[src/rtl/fpu_wb_stage.sv]
// Writeback stage after the FP execute block: formats results, buffers two, accrues fflags.
// Optional build macro FPU_WB_CANON_NAN_EN replaces arithmetic NaN results with the canonical NaN.
module fpu_wb_stage #(
  parameter int XLEN = 64,
  parameter int FLEN = 32
) (
  input  logic            clk,
  input  logic            rst,
  input  logic            in_valid,
  output logic            in_ready,
  input  logic [4:0]      in_ftype,
  input  logic [4:0]      in_rd,
  input  logic [FLEN-1:0] in_farith,
  input  logic [31:0]     in_wconv,
  input  logic [63:0]     in_lconv,
  input  logic            in_fcmp,
  input  logic [XLEN-1:0] in_fclass,
  input  logic [4:0]      in_flags,
  input  logic            flush,
  output logic            wb_valid,
  input  logic            wb_ready,
  output logic            wb_is_fp,
  output logic [4:0]      wb_rd,
  output logic [XLEN-1:0] wb_data,
  input  logic            csr_fflags_we,
  input  logic [4:0]      csr_fflags_wdata,
  output logic [4:0]      fflags
);

`ifdef FPU_WB_CANON_NAN_EN
  localparam int EXPW = (FLEN == 64) ? 11 : (FLEN == 16) ? 5 : 8;
  localparam int MANW = FLEN - EXPW - 1;
  localparam logic [FLEN-1:0] CANON_NAN = {1'b0, {EXPW{1'b1}}, 1'b1, {(MANW-1){1'b0}}};
`endif

  logic            r_is_fp [2];
  logic [4:0]      r_rd    [2];
  logic [XLEN-1:0] r_data  [2];
  logic [4:0]      r_flags [2];
  logic            r_wptr;
  logic            r_rptr;
  logic [1:0]      r_count;
  logic [4:0]      r_fflags;

  logic            w_push;
  logic            w_pop;
  logic            w_is_fp;
  logic [4:0]      w_rd;
  logic [XLEN-1:0] w_data;
  logic [4:0]      w_flags;
  logic [FLEN-1:0] w_fp_data;

  assign in_ready = (r_count != 2'd2);
  assign wb_valid = (r_count != 2'd0);
  assign w_push   = in_valid & in_ready & ~flush;
  assign w_pop    = wb_valid & wb_ready & ~flush;

  assign wb_is_fp = r_is_fp[r_rptr];
  assign wb_rd    = r_rd[r_rptr];
  assign wb_data  = r_data[r_rptr];
  assign fflags   = r_fflags;

  always_comb begin
    w_fp_data = in_farith;
`ifdef FPU_WB_CANON_NAN_EN
    // Sign-inject ops (15-17) move the payload untouched, so only 0-14 are canonicalised.
    if (in_ftype <= 5'd14 && (&in_farith[FLEN-2 -: EXPW]) && (|in_farith[MANW-1:0]))
      w_fp_data = CANON_NAN;
`endif
  end

  always_comb begin
    w_is_fp = 1'b0;
    w_rd    = in_rd;
    w_data  = '0;
    w_flags = in_flags;
    if (in_ftype <= 5'd8 || (in_ftype >= 5'd13 && in_ftype <= 5'd17)) begin
      w_is_fp = 1'b1;
      w_data  = XLEN'(w_fp_data);
    end else if (in_ftype <= 5'd10) begin
      w_data = XLEN'($signed(in_wconv));
    end else if (in_ftype <= 5'd12) begin
      w_data = XLEN'(in_lconv);
    end else if (in_ftype <= 5'd20) begin
      w_data = XLEN'(in_fcmp);
    end else if (in_ftype == 5'd21) begin
      w_data = in_fclass;
    end else begin
      w_rd    = 5'd0;
      w_flags = 5'd0;
    end
  end

  genvar gi;
  generate
    for (gi = 0; gi < 2; gi++) begin : g_entry
      always_ff @(posedge clk) begin
        if (rst) begin
          r_is_fp[gi] <= 1'b0;
          r_rd[gi]    <= 5'd0;
          r_data[gi]  <= '0;
          r_flags[gi] <= 5'd0;
        end else if (w_push && r_wptr == 1'(gi)) begin
          r_is_fp[gi] <= w_is_fp;
          r_rd[gi]    <= w_rd;
          r_data[gi]  <= w_data;
          r_flags[gi] <= w_flags;
        end
      end
    end
  endgenerate

  always_ff @(posedge clk) begin
    if (rst) begin
      r_count  <= 2'd0;
      r_wptr   <= 1'b0;
      r_rptr   <= 1'b0;
      r_fflags <= 5'd0;
    end else begin
      // A CSR write and a retirement in the same cycle both contribute.
      r_fflags <= (csr_fflags_we ? csr_fflags_wdata : r_fflags) |
                  (w_pop ? r_flags[r_rptr] : 5'd0);
      if (flush) begin
        r_count <= 2'd0;
        r_wptr  <= 1'b0;
        r_rptr  <= 1'b0;
      end else begin
        if (w_push) r_wptr <= ~r_wptr;
        if (w_pop)  r_rptr <= ~r_rptr;
        if (w_push && !w_pop)      r_count <= r_count + 2'd1;
        else if (w_pop && !w_push) r_count <= r_count - 2'd1;
      end
    end
  end

endmodule

[config.mk]
export PLATFORM = sky130hd
export DESIGN_NAME = fpu_wb_stage
export DESIGN_NICKNAME = d
export VERILOG_FILES = /design/src/rtl/fpu_wb_stage.sv
export SDC_FILE = /design/constraint.sdc
export NUM_CORES = 1
export LEC_CHECK = 0
export CAP_MARGIN = 30
export CELL_PAD_IN_SITES_DETAIL_PLACEMENT = 0
export CELL_PAD_IN_SITES_GLOBAL_PLACEMENT = 1
export CORE_AREA = 4 4 126 188
export CTS_BUF_LIST = sky130_fd_sc_hd__clkbuf_4
export CTS_CLUSTER_SIZE = 20
export DETAILED_ROUTE_END_ITERATION = 8
export DIE_AREA = 0 0 130 192
export PLACE_DENSITY = 0.91
export SLEW_MARGIN = 30
export SYNTH_ARGS = -nofsm -noshare
export SYNTH_HDL_FRONTEND = slang
export SYNTH_SLANG_ARGS = --single-unit
[constraint.sdc]
create_clock -name clk -period 5 [get_ports clk]
set_input_delay 1 -clock clk [delete_from_list [all_inputs] [get_ports clk]]
set_output_delay 1 -clock clk [all_outputs]
set_load 0.01 [all_outputs]
==> run_results.csv <==
group,metric,value,unit
route,vias,6837,
global_route,first_global_vias,6950,
cts,cts_tree,"done",
route,wl_met1,9328,um
cts,holdBufCountCts,0,
synthesis,syn_area_per_cell,11.62,um^2
synthesis,synth-seq-cells,160,
route,ant_nets,0,
synthesis,synth-warning-count,0,
setup_path,cp-start-kind,"register",
final_layout,final_common_cell,"clkdlybuf4s50_1",
placed_design,place.gp.congestion,0.8356,
final_layout,area_growth,43.49,%
setup_path,crit_chain,"buf_16 > mux2_2 > clkdlybuf4s50_1",
cts,cts_made_buffers,17,
synthesis,ys_async_sr_fraction,0,
global_route,grt_pass1_wl,37820,um
sta,report.final.slew_viol_count,0,
pwr,net-switching-power,0.7332,mW
hold_path,hp-class,"register to register",
floorplanning,die_x,130,um
cts,postCtsSetupBuffers,0,
sta,rsz0062_at_grt,"false",
final_layout,nNetsFinal,1200,
cts,clock-sinks,160,
floorplanning,num_rows,67,
pwr,pwr-share-seq,0.514,
cts,cts_resized,0,
sta,fin_crit,3.472,ns
pwr,finalPower,3.019,mW
route,drcViolationCount,0,
global_route,antenna_found_initial,1,
cts,h-tree-depth,4,
sta,relSlewSlack,0.3109,
route,drt_pre_antenna_iters,6,
route,routed_via_density,5.383,
cts,cts.root.buffer_cell,"clkbuf_4",
global_route,grt_max_degree,46,
sta,skew,0.02081,ns
flow_run,max-cap-violations,0,
sta,setup_viol,0,
floorplanning,die_area,24960,um^2
route,wl_met2,13750,um
sta,fmax,0.2880,GHz
setup_path,rrSetupSlack,2.80,ns
floorplanning,die_h,192,um
synthesis,synth.cell_area,8277,um^2
synthesis,ys_seq_area_frac,0.5684,
cts,cts_buffer_depth,2,
pwr,cellInternalPower,2.286,mW
setup_path,cp.required,4.00,ns
route,highest_layer,"met4",
cts,clk_pin_slew_worst_paths,0.12,ns
route,wl_per_cell,20.06,um
route,drt_iter0_drc,468,
synthesis,ys_types,44,
outcome,status,"completed",
placed_design,hpwl,18310,um
synthesis,ys.flop_type,"edfxtp_1",
cts,clkLatencyLatePin,0.55,ns
pwr,p_clk_frac,0.288,
setup_path,path_max_fanout,44,
setup_path,worstSetupEndpointType,"primary output",
placed_design,io_buffer_count,295,
floorplanning,core-area,22130,um^2
pwr,swShare,0.2428,
pwr,combPwrFrac,0.199,
route,wl_met3,1626,um
sta,post-route-period-util,0.6943,
pwr,p_leak,4.167,nW
global_route,overflow,0,
sta,tightest_slew,1.034,ns
sta,tns,0,ns
setup_path,cp.arrival,2.47,ns
synthesis,synth_nets,932,
route,drt-total-wl,25480,um
global_route,track_usage,0.1980,
floorplanning,io_pins,296,
final_layout,final_core_util,0.5366,
pwr,powerDensity,254.2,nW/um^2
sta,hold_viol_final,0,
setup_path,crit_slowest_cell,"dfxtp_4",
setup_path,slowest_delay,0.68,ns
synthesis,synth_enable_flop_cells,150,
sta,hold_ws,0.5579,ns
synthesis,postSynthCellCount,712,
setup_path,worst-setup-path-type,"register to primary output",
pwr,ir_drop,0.1341,mV
final_layout,drive_gt1_frac,0.1319,
final_layout,final_cell_mix,"clkdlybuf4s50_1, edfxtp_1, nor2_1, mux2_2, nor3_1",
floorplanning,initial_core_util,0.3740,
## registers in the layout (all words and copies together) (netlist names), named ones only
register  cells
r_count       2
r_rptr        1
r_flags      10
r_wptr        1
fflags        5
r_is_fp       2
r_data      128
r_rd         10
## power by group through the flow
stage	registers (mW)	logic, mW	clock network (mW)
final	1.55	0.600	0.869
after global placement	1.58	0.588	0
after global routing	1.56	0.645	0.946
after detailed placement	1.58	0.602	0
after floorplan	1.58	0.254	0
after CTS	1.55	0.606	0.887
## layout make-up
| type | count | area, um^2 |
|---|---|---|
| antenna | 1 | 2.502 |
| clock buffer | 21 | 157.7 |
| clock inverter | 11 | 163.9 |
| fill | 1944 | 10250 |
| inverter | 34 | 127.6 |
| multi-input combinational | 456 | 3221 |
| sequential | 160 | 4708 |
| tap | 276 | 345.3 |
| timing repair buffer | 311 | 3151 |
## worst max-delay path, delay by kind of cell, from the launching register on
kind | cells | cell delay, ns
mux | 1 | 0.39
buf+inv | 2 | 0.81
flops | 1 | 0.68
## per-layer routing
layer | track usage | vias up
met4 | 0.08280 | 0
met1 | 0.2272 | 3274
li1 | - | 3239
met2 | 0.3554 | 275
met3 | 0.03840 | 49
met5 | 0 | -
## cell families after synthesis
| group | synth area share |
|---|---|
| simple gates | 0.1193 |
| flops | 0.5684 |
| mux | 0.1081 |
| xor+xnor | 0.005292 |
| buf+inv | 0.04671 |
| fa+ha+maj | 0.03658 |
| compound gates | 0.1156 |
## cell usage after synthesis, types with 3 or more instances
| cell | instances | area, um^2 |
|---|---|---|
| maj3_1 | 29 | 290.3 |
| buf_1 | 6 | 22.52 |
| buf_2 | 12 | 60.06 |
| edfxtp_1 | 150 | 4504 |
| xor2_1 | 3 | 26.28 |
| dfxtp_1 | 10 | 200.2 |
| mux2i_1 | 5 | 50.05 |
| a21boi_0 | 3 | 22.52 |
| a21o_1 | 4 | 30.03 |
| nor3_1 | 63 | 315.3 |
| mux2_2 | 75 | 844.6 |
| inv_1 | 34 | 127.6 |
| a21oi_1 | 11 | 55.05 |
| nor2_1 | 110 | 412.9 |
| o21ai_0 | 33 | 165.2 |
| a222oi_1 | 29 | 290.3 |
| a221oi_1 | 32 | 280.3 |
| and2_1 | 20 | 125.1 |
| clkbuf_1 | 41 | 153.9 |
| nand2_1 | 7 | 26.28 |
| nand2b_1 | 4 | 25.02 |
| buf_4 | 3 | 22.52 |
## worst paths after layout
check                                 from             to  cells after the start
worst max-delay path              register    wb_data[63]                      3
worst min-delay path             fflags[1]      fflags[1]                      2
worst max register to register  r_count[0]  r_flags[0][4]                      4
worst min register to register   fflags[1]      fflags[1]                      2
## metrics by stage
step,setup WS [ns],instance area (um^2),cells
after floorplan,1.564,8277,712
after global placement,1.141,11460,1233
after detailed placement,1.075,11550,1237
after CTS,1.449,11870,1269
after global routing,1.379,11880,1270
final,1.528,11880,1270
(Power assumes the default switching activity.)
